### src/rtl/bit_select_sequential.sv
// Bit select unit: returns the index of the (k+1)-th set bit of a word,
// counting from the LSB. The word is scanned one nibble per clock while a
// residual rank is decremented by each nibble's population count.
module bit_select_sequential #(
  parameter int DATA_WIDTH = 32
) (
  input  logic                          clk_i,
  input  logic                          rst_i,
  input  logic [DATA_WIDTH-1:0]         operand_i,
  input  logic [$clog2(DATA_WIDTH)-1:0] rank_i,
  input  logic                          valid_i,
  output logic                          ready_o,
  output logic [$clog2(DATA_WIDTH)-1:0] position_o,
  output logic                          found_o,
  output logic                          valid_o,
  input  logic                          ready_i
);

  localparam int NIBBLES_NUMBER = DATA_WIDTH / 4;
  localparam int RW = $clog2(DATA_WIDTH);
  localparam int IW = $clog2(NIBBLES_NUMBER);
  localparam logic [IW-1:0] LAST_IDX = IW'(NIBBLES_NUMBER - 1);
  localparam logic [IW-1:0] IDX_ONE  = IW'(1);

  typedef enum logic [1:0] {
    IDLE = 2'd0,
    SCAN = 2'd1,
    DONE = 2'd2
  } state_t;

  state_t                state;
  logic [DATA_WIDTH-1:0] op_q;
  logic [RW-1:0]         residual;
  logic [IW-1:0]         idx;
  logic [RW-1:0]         position;
  logic                  found;
  logic                  valid;

  logic [3:0]            nibble;
  logic [2:0]            nib_count;
  logic [RW-1:0]         nib_count_ext;
  logic [1:0]            hit_offset;

  // Number of set bits in a nibble (0..4).
  function automatic logic [2:0] popcount4(input logic [3:0] nib);
    popcount4 = {2'b00, nib[0]} + {2'b00, nib[1]} + {2'b00, nib[2]} + {2'b00, nib[3]};
  endfunction

  // Offset inside a nibble of its (r+1)-th set bit; only meaningful when r < popcount.
  function automatic logic [1:0] nib_select(input logic [3:0] nib, input logic [1:0] r);
    logic [2:0] seen;
    logic [1:0] off;
    seen = 3'd0;
    off  = 2'd0;
    for (int b = 0; b < 4; b++) begin
      if (nib[b]) begin
        if (seen == {1'b0, r}) begin
          off = b[1:0];
        end else begin
          off = off;
        end
        seen = seen + 3'd1;
      end else begin
        seen = seen;
      end
    end
    nib_select = off;
  endfunction

  // Nibble currently under inspection and its contribution to the rank.
  always_comb begin
    nibble        = op_q[{idx, 2'b00} +: 4];
    nib_count     = popcount4(nibble);
    nib_count_ext = RW'(nib_count);
    hit_offset    = nib_select(nibble, residual[1:0]);
  end

  // Control FSM with registered result and valid; a hit ends the scan early,
  // otherwise the last nibble always terminates it with found cleared.
  always_ff @(posedge clk_i or posedge rst_i) begin
    if (rst_i) begin
      state    <= IDLE;
      op_q     <= {DATA_WIDTH{1'b0}};
      residual <= {RW{1'b0}};
      idx      <= {IW{1'b0}};
      position <= {RW{1'b0}};
      found    <= 1'b0;
      valid    <= 1'b0;
    end else begin
      case (state)
        IDLE: begin
          if (valid_i) begin
            op_q     <= operand_i;
            residual <= rank_i;
            idx      <= {IW{1'b0}};
            state    <= SCAN;
          end else begin
            state <= IDLE;
          end
        end
        SCAN: begin
          if (residual < nib_count_ext) begin
            position <= {idx, hit_offset};
            found    <= 1'b1;
            valid    <= 1'b1;
            state    <= DONE;
          end else if (idx == LAST_IDX) begin
            position <= {RW{1'b0}};
            found    <= 1'b0;
            valid    <= 1'b1;
            state    <= DONE;
          end else begin
            residual <= residual - nib_count_ext;
            idx      <= idx + IDX_ONE;
          end
        end
        DONE: begin
          if (ready_i) begin
            valid <= 1'b0;
            state <= IDLE;
          end else begin
            state <= DONE;
          end
        end
        default: begin
          valid <= 1'b0;
          state <= IDLE;
        end
      endcase
    end
  end

  assign ready_o    = (state == IDLE);
  assign position_o = position;
  assign found_o    = found;
  assign valid_o    = valid;

endmodule

### config.mk
export PLATFORM = sky130hd
export DESIGN_NAME = bit_select_sequential
export DESIGN_NICKNAME = d
export VERILOG_FILES = /design/src/rtl/bit_select_sequential.sv
export SDC_FILE = /design/constraint.sdc
export NUM_CORES = 1
export LEC_CHECK = 0
export ABC_AREA = 1
export CAP_MARGIN = 25
export CORE_ASPECT_RATIO = 1.75
export CORE_UTILIZATION = 52
export DETAILED_ROUTE_END_ITERATION = 8
export GPL_ROUTABILITY_DRIVEN = 0
export PLACE_DENSITY_LB_ADDON = 0.2
export SLEW_MARGIN = 20
export SYNTH_ARGS = -nofsm -noshare
export SYNTH_HDL_FRONTEND = slang
export SYNTH_SLANG_ARGS = --single-unit
### constraint.sdc
create_clock -name clk_i -period 3.65 [get_ports clk_i]
set_input_delay 0.73 -clock clk_i [delete_from_list [all_inputs] [get_ports clk_i]]
set_output_delay 0.73 -clock clk_i [all_outputs]
set_load 0.02 [all_outputs]
==> results.md, run 1 <==
- The run finished with clean final reports.
- The register cell area after layout is 1230 um2.
- The count of port buffers added during placement is 48.
- The kind of launch point of the worst setup path is a register.
- The most instantiated flip-flop cell in the synthesis netlist is dfrtp_1.
- The max-slew violation count is 0.
- The number of antenna-violating nets in the routed design is 0.
- The number of antenna repair diodes is 0.
- The cell at the root of the clock tree is clkbuf_8.
- The number of instances in the synthesized netlist is 334.
- The multi-input combinational cells in the finished layout cover a total of 1170 um2.
- After detailed placement, the design holds a cell count of 427.
- The number of hold buffers added after CTS is 0.
- The number of warning messages in the yosys log is 0.
- The adder and majority cell fraction of the synthesized area is 0.0588.
- The tree built by TritonCTS fans out to 49 sinks.
- In the global route stage, overall resource usage came out at 0.233.
- The worst setup path is of the reg -> reg kind.
- Overall power consumption after layout is estimated at 3.29 mW.
- The cell family contributing the most delay on the critical path is adder cells.
- The area of the core is 4750 um2.
- Detailed placement ended at an HPWL of 4000 um.
- The layout net count is 434.
- The share of power burned in combinational logic is 0.608.
- Among all stages on the critical path, the largest delay is contributed by fa_1.
- TritonCTS built the clock tree.
- The pre-CTS setup slack is 0.275 ns.
- The via total after detailed routing is 2191.
- The die covers 5290 um2.
- Averaged over all synthesized cells, the footprint is 7.77 um2.
- By area, the combinational part of the netlist is dominated by simple AND/OR/NAND/NOR gates.
- The slew of the pin with the lowest slew margin is 0.816 ns.
- The worst pin sits at a relative slew slack of 0.455.
- The total placed instance area is 3110 um2.
- For this run, the share of the core covered by cells in the final layout is 0.682.
- For this run, global-route usage on met1 was measured as 0.261.
- The xor-xnor portion of the synthesized cell area is 0.0101.
- Across the VDD grid, the largest voltage drop is 0.000902 V.
- The clock latency on the worst-skew pair is 0.30 ns.
- Adding up every negative setup slack in the final design gives 0 ns.
- The proportion of register bits with asynchronous set or reset after synthesis is 1.00.
- The post-layout worst setup margin is 0.296 ns.
- The final worst hold slack is 0.487 ns.
- The horizontal extent of the die is 55.4 um.
- For this run, global-route usage on met3 was measured as 0.0312.
- The post-synthesis cell type with the largest combined area is dfrtp_1.
- The number of flops mapped to enable cells by yosys is 0.
- Data on the critical path is required at its endpoint by 3.84 ns.
- The number of endpoints with negative hold slack in the final report is 0.
- The number of fillers in the final layout is 413.
- For this design the static power due to leakage is 1.63 nW.
- Of the post-synthesis cell area, the dominant cell type holds 0.472.
- The via count of the first global-routing pass is 2262.
- Cell internal power was estimated by the tool at 1.77 mW.
- Counting along the longest clock path gives a buffer depth of 2.
- The post-synthesis mux area share is 0.
- Setup repair after global routing left no endpoint under its margin.
- In this run the count of I/O pins placed on the die edge is 49.
- After routing the design area is 3240 um2.
- The number of buffers created by CTS is 5.
- The smallest clock period supported by the final layout is computed as 3.35 ns.
- The worst setup path is captured at a register.
- The clock-pin slew reported for the worst setup and hold paths after clock tree synthesis is 0.08 ns.
- Of the total power, the share spent switching nets is 0.462.
- The critical path contains buffers and inverters numbering 4 combined.
- The layer flagged by global routing as most heavily used is met2.
- For this configuration, the core starts out at a cell density of 0.547.
- The total detailed-routing wirelength is 5300 um.
- Timing would allow up to 298 MHz.
- The relative contribution of the clock network to total power is 0.106.
- When the netlist entered floorplanning its net count stood at 386.
- The count of H-tree levels built during CTS is 2.
- The first global-routing pass estimated 9650 um of wire.
- Dividing the final minimum period by the clock period gives 0.919.
- The share of total power in sequential cells is 0.286.
- The fraction of the mapped netlist area in simple logic gates is 0.289.
- Summed over all layers, the global routing overflow is 0.
- For this design the ratio of total power to cell area is 1020 nW/um2.
- The post-synthesis sequential area ratio is 0.472.
- The distinct cell type count after synthesis is 26.
- The mean routed wirelength per cell is 12.2 um.
- Once layout is complete, the cells apart from fillers number 435.
- The detailed-route vias per instance is 5.04.
- The worst hold path belongs to the class reg -> reg.
- After detailed routing, the number of remaining DRC violations is 0.
- The area fraction in compound gates after synthesis is 0.0877.
- The switching power summed over all nets is 1.52 mW.
- The maximum fanout encountered on the critical timing path is 23.
- Relative to the synthesized area, the layout overhead comes to 24.7%.
- The number of setup violations in the final report is 0.
- The share of post-route cells with drive strength above 1 is 0.102.
- The data arrival time of the worst path is 3.55 ns.
- The top cell types in the final layout, fill and taps aside, are 136 x nand2_1, 48 x dfrtp_1, 48 x clkdlybuf4s50_1.
- The maximum cell stage delay along the critical path is 0.45 ns.
- The post-synthesis instance area is 2600 um2.
- The tool flagged a number of max-cap violations equal to 0.
- The post-route clock skew is 0.00526 ns.
- The most prevalent standard cell on the critical path is nand2_1.
- The chip height is 95.5 um.
- The first TritonRoute pass finished after 4 iterations.
- The most common cell after layout, fill and taps aside is nand2_1.
- The largest net degree at the start of global routing is 50.
- Synthesis inferred 49 register bits.
- In this run the core area contains 33 standard-cell rows.
- Traced cell by cell, the critical path runs through buf_12 -> nor2_1 -> nor2_1 -> nand2_1 -> nand3_1 -> nand2_1 -> inv_1 -> fa_1 -> ha_1 -> ha_1 -> inv_1 -> ha_1 -> nand2_1 -> o21ai_2 -> nor2_2 -> nand2_2 -> nand3b_2 -> nand2_4 -> inv_2 -> nand2_1 -> nand2_1.
- The detailed router's first-iteration violation count is 67.
- The initial antenna violation count is 0.
- In the global route stage, met2 resource usage came out at 0.432.
- Sorting the synthesized cells by area gives the leading types as dfrtp_1 47%, nand2_1 20%, o21ai_1 6.2%.
per-layer routing:
layer,wire [um],vias up,part of all wire
met2,2850,52,0.54
met4,138,0,0.026
met3,131,12,0.025
li1,-,1130,-
met1,2180,997,0.41
met5,0,-,0
what timing repair did:
action | CTS | global route
setup endpoints to repair | 0 | 13
setup buffers | 0 | 0
gates resized for setup | 0 | 5
cell families after synthesis:
logic type                 Yosys count
and+or+nand+nor                    178
buffers and inverters               49
DFF                                 49
AOI/OAI and AO/OA                   44
adders and majority gates           11
xor gates and xnor gates             3
cells in the mapped netlist (3+ instances only):
library cell and n:
nand2_2 5, dfrtp_1 49, o211ai_1 3, o21ai_1 32, nand2_1 136, buf_4 4
inv_1 27, nand3_2 3, inv_2 10, o21ai_0 6, nor2_2 3, a21oi_1 3
nand3_1 17, buf_2 5, ha_1 9, nor2_1 10
worst min-delay path, delay by kind of cell (launching register included):
| kind | cells | cell delay [ns] |
|---|---|---|
| flip-flops | 1 | 0.35 |
| AND/OR/NAND/NOR | 2 | 0.11 |
flip-flops by register name (all words and copies together) (netlist names):
name and count:
op_q 32, position_o 5, state 2, idx 3, valid_o 1, residual 5
found_o 1
worst paths after layout:
| kind | to | slack [ns] | cells past startpoint | startpoint |
|---|---|---|---|---|
| max reg2reg | residual[3]$_DFFE_PP0P_ | 0.30 | 21 | idx[0]$_DFFE_PP0P_ |
| max | residual[3]$_DFFE_PP0P_ | 0.30 | 21 | idx[0]$_DFFE_PP0P_ |
| max in group asynchronous | idx[1]$_DFFE_PP0P_ | 2.24 | 2 | rst_i |
| min reg2reg | op_q[3]$_DFFE_PP0P_ | 0.49 | 2 | op_q[3]$_DFFE_PP0P_ |
| min | op_q[3]$_DFFE_PP0P_ | 0.49 | 2 | op_q[3]$_DFFE_PP0P_ |
| min in group asynchronous | state[1]$_DFFE_PP0P_ | 0.87 | 2 | rst_i |
power by group through the flow:
stage / clock network, mW / logic [mW] / registers (mW)
after floorplan: 0 / 1.47 / 0.948
after global placement: 0 / 1.87 / 0.947
after detailed placement: 0 / 1.95 / 0.949
after CTS: 0.361 / 1.96 / 0.940
after global routing: 0.382 / 2.33 / 0.973
final: 0.350 / 2.00 / 0.943
cell type report:
class / instances / share of cell area
clock inverter: 1 / 0.00270
clock buffer: 7 / 0.0298
timing repair buffer: 52 / 0.162
multi-input combinational: 236 / 0.361
sequential: 49 / 0.379
tap: 52 / 0.0201
inverter: 38 / 0.0456
(Power assumes the default switching activity.)
==> run 2, diff against run 1 <==
--- a/config.mk
+++ b/config.mk
@@ -9,8 +9,10 @@
 export CAP_MARGIN = 25
 export CORE_ASPECT_RATIO = 1.75
 export CORE_UTILIZATION = 52
+export CTS_CLUSTER_SIZE = 30
 export DETAILED_ROUTE_END_ITERATION = 8
 export GPL_ROUTABILITY_DRIVEN = 0
+export HOLD_SLACK_MARGIN = 0.1
 export PLACE_DENSITY_LB_ADDON = 0.2
 export SLEW_MARGIN = 20
 export SYNTH_ARGS = -nofsm -noshare
==> results of run 2 <==
The final DEF is identical to that of run 1; final timing and power are the same.
==> run 3, diff against run 2 <==
--- a/config.mk
+++ b/config.mk
@@ -7,11 +7,10 @@
 export LEC_CHECK = 0
 export ABC_AREA = 1
 export CAP_MARGIN = 25
-export CORE_ASPECT_RATIO = 1.75
+export CORE_ASPECT_RATIO = 2
 export CORE_UTILIZATION = 52
 export CTS_CLUSTER_SIZE = 30
 export DETAILED_ROUTE_END_ITERATION = 8
-export GPL_ROUTABILITY_DRIVEN = 0
 export HOLD_SLACK_MARGIN = 0.1
 export PLACE_DENSITY_LB_ADDON = 0.2
 export SLEW_MARGIN = 20
==> results.md, run 3 (same netlist as run 1, synthesis figures left out) <==
- The number of buffers created by CTS came to 5 (unchanged).
- The clock latency on the worst-skew pair came to 0.31 ns (about the same).
- The share of post-route cells with drive strength above 1 is 0.0916 (-0.0102).
- The DRC violation count after routing is 0 (unchanged).
- More flip-flops sit in one register than any other, and that register is op_q.
- The total negative setup slack came to 0 ns (unchanged).
- The total detailed-routing wirelength is 5440 um (+2.6%).
- The final worst hold slack came to 0.483 ns (-0.00323 ns).
- The via total after detailed routing came to 2226 (+1.6%).
- The final core utilization is 0.666 (-0.0155).
- The number of instances in the placed design came to 432 (+1.2%).
- The number of endpoints with negative hold slack in the final report is 0 (unchanged).
- The number of setup violations in the final report is 0 (unchanged).
- The clock-pin slew reported for the worst setup and hold paths after clock tree synthesis was 0.08 ns (about the same).
- The total power per unit cell area was 999 nW/um2 (-1.8%).
- The final RePlAce weighted congestion is 0.915.
- The number of buffers between clock root and the deepest sink came to 2 (unchanged).
- The endpoint with the worst hold slack is op_q[2]$_DFFE_PP0P_.
- Setup repair after global routing left no endpoint under its margin.
- The final clock period utilization by the worst path is 0.922 (+0.00357).
- The finished layout cell area is 3210 um2 (-0.81%).
- The layout net count is 434 (unchanged).
- The post-layout worst setup margin came to 0.283 ns (-0.0130 ns).
- The worst register-to-register path begins at idx[0]$_DFFE_PP0P_.
- The initial core utilization is 0.539 (-0.00809).
- The maximum fanout encountered on the critical timing path is 14 (-39%).
- The final critical path time including I/O delays and setup is 3.37 ns (+0.0130 ns).
- The row count is 36 (+9.1%).
- The most numerous cell type found on the critical path is nand2_1.
- The total placed instance area is 3110 um2 (-0.20%).
- The cell depth of the worst hold path is 2 (unchanged).
- Clock tree synthesis selected as its root buffer the cell clkbuf_8.
- The global-route congestion overflow total is 0 (unchanged).
- The chip height was 102 um (+6.8%).
- The area of the core is 4820 um2 (+1.5%).
- The setup slack of the worst register-to-register path came to 0.28 ns (about the same).
- The half-perimeter wire length of the detailed placement result is 4100 um (+2.4%).
- The die footprint was 5300 um2 (+0.11%).
- The total power is 3.21 mW (-2.6%).
- The largest net degree at the start of global routing was 50 (unchanged).
- The number of hold buffers added after CTS is 0 (unchanged).
- The number of antenna repair diodes is 0 (unchanged).
- The global router's overall resource usage is 0.243 (+0.00935).
- The critical register-to-register path endpoint is residual[3]$_DFFE_PP0P_.
- The worst min-delay path category is reg -> reg.
- The worst vdd rail ir drop is 0.000812 V (-9.9%).
- The cell leakage power is 1.61 nW (-0.76%).
- The worst setup path is launched from a register.
- The number of iterations in the first detailed-routing pass is 4 (unchanged).
- The category of the critical setup timing path is reg -> reg.
- TritonCTS built the clock tree.
- In the layout the commonest cells are 136 x nand2_1, 49 x dfrtp_1, 48 x clkdlybuf4s50_1.
- The number of antenna-violating nets in the routed design is 0 (unchanged).
- The post-route clock skew is 0.00689 ns (+0.00163 ns).
- Traced cell by cell, the critical path runs through buf_6 -> nor2_1 -> nor2_1 -> nand2_1 -> nand3_1 -> nand2_1 -> inv_1 -> fa_1 -> ha_1 -> ha_1 -> inv_1 -> ha_1 -> nand2_1 -> o21ai_1 -> nor2_2 -> nand2_2 -> nand3b_2 -> nand2_4 -> inv_2 -> nand2_1 -> nand2_1.
- The count of H-tree levels built during CTS is 2 (unchanged).
- The horizontal extent of the die is 52.0 um (-6.2%).
- The via count of the first global-routing pass was 2209 (-2.3%).
- The most common cell after layout, fill and taps aside is nand2_1.
- The pre-CTS setup slack is 0.248 ns (-0.0271 ns).
- The top-level I/O count is 49 (unchanged).
- The highest attainable clock frequency is 297 MHz (-0.39%).
- The required time at the worst-slack endpoint is 3.84 ns (about the same).
- The worst hold path begins at op_q[2]$_DFFE_PP0P_.
- The initial antenna violation count was 0 (unchanged).
- The max-slew violation count is 0 (unchanged).
- The normalized max-slew margin came to 0.450 (-0.00565).
- The type of element capturing the critical path is a register.
- The data arrival time of the worst path is 3.56 ns (about the same).
- The number of fillers in the final layout is 436 (+5.6%).
- The count of placed standard cells in the final layout, fillers left out came to 439 (+0.92%).
- The depth of the worst register-to-register path came to 21 (unchanged).
- The detailed-route vias per instance was 5.07 (+0.67%).
- The area growth from synthesis to layout is 23.7%.
- The maximum cell stage delay along the critical path is 0.45 ns (about the same).
- The number of clock sinks is 49 (unchanged).
- The mean routed wirelength per cell came to 12.4 um (+1.6%).
- The slew of the pin with the lowest slew margin was 0.825 ns (+0.00847 ns).
- The flow ran to the end, and the final reports show no timing, DRC or antenna violations.
- The detailed router's first-iteration violation count is 46 (-31%).
- The first-pass GRT wire length came to 9380 um (-2.9%).
- The flip-flop count of the largest register, all copies and words added is 32 (unchanged).
- The count of maximum capacitance violations is 0 (unchanged).
- The slowest stage of the critical path belongs to the cell fa_1.
- The count of port buffers added during placement was 48 (unchanged).
[run 3: layer usage]
| layer | track usage | share of wire | vias to the layer above |
|---|---|---|---|
| li1 | - | - | 1137 |
| met1 | 0.271 | 0.40 | 1027 |
| met2 | 0.418 | 0.54 | 50 |
| met3 | 0.0446 | 0.028 | 12 |
| met4 | 0.137 | 0.034 | 0 |
| met5 | 0 | 0 | - |
[run 3: power breakdown]
group | switching (mW) | internal [mW]
clock | 0.171 | 0.151
sequential | 0.137 | 0.800
combinational | 1.18 | 0.773
[run 3: final cells by class]
cell class | instances | area (um2) | area share
multi-input cells | 236 | 1170 | 0.363
flip-flops and latches | 49 | 1230 | 0.382
repair buffers | 52 | 514 | 0.160
well taps | 57 | 71.3 | 0.0222
inverters | 38 | 148 | 0.0460
clock buffers | 7 | 86.3 | 0.0269
[run 3: how the worst max path moves through the flow]
| stage | from | end | slack [ns] |
|---|---|---|---|
| finish | idx[0]$_DFFE_PP0P_ | residual[3]$_DFFE_PP0P_ | 0.28 |
| global route | idx[0]$_DFFE_PP0P_ | position_o[4]$_DFFE_PP0P_ | 0.008 |
| CTS | idx[0]$_DFFE_PP0P_ | residual[3]$_DFFE_PP0P_ | 0.22 |
| detailed placement | idx[0]$_DFFE_PP0P_ | residual[3]$_DFFE_PP0P_ | 0.25 |
| global placement | idx[0]$_DFFE_PP0P_ | idx[0]$_DFFE_PP0P_ | 0.31 |
| floorplan | idx[0]$_DFFE_PP0P_ | residual[2]$_DFFE_PP0P_ | 0.49 |
[run 3: what timing repair did]
action | CTS | global route
setup endpoints to repair | 0 | 6
resized for setup | 0 | 4
endpoints found under the hold margin | 0 | 0
buffers inserted | 0 | 0
[run 3: critical path: cells and delay by family, from the launching register on]
kind	cells	cell delay (ns)
adders and majority gates	4	1.24
and+or+nand+nor	12	1.01
DFF	1	0.43
buffers and inverters	4	0.36
AOI/OAI and AO/OA	1	0.19
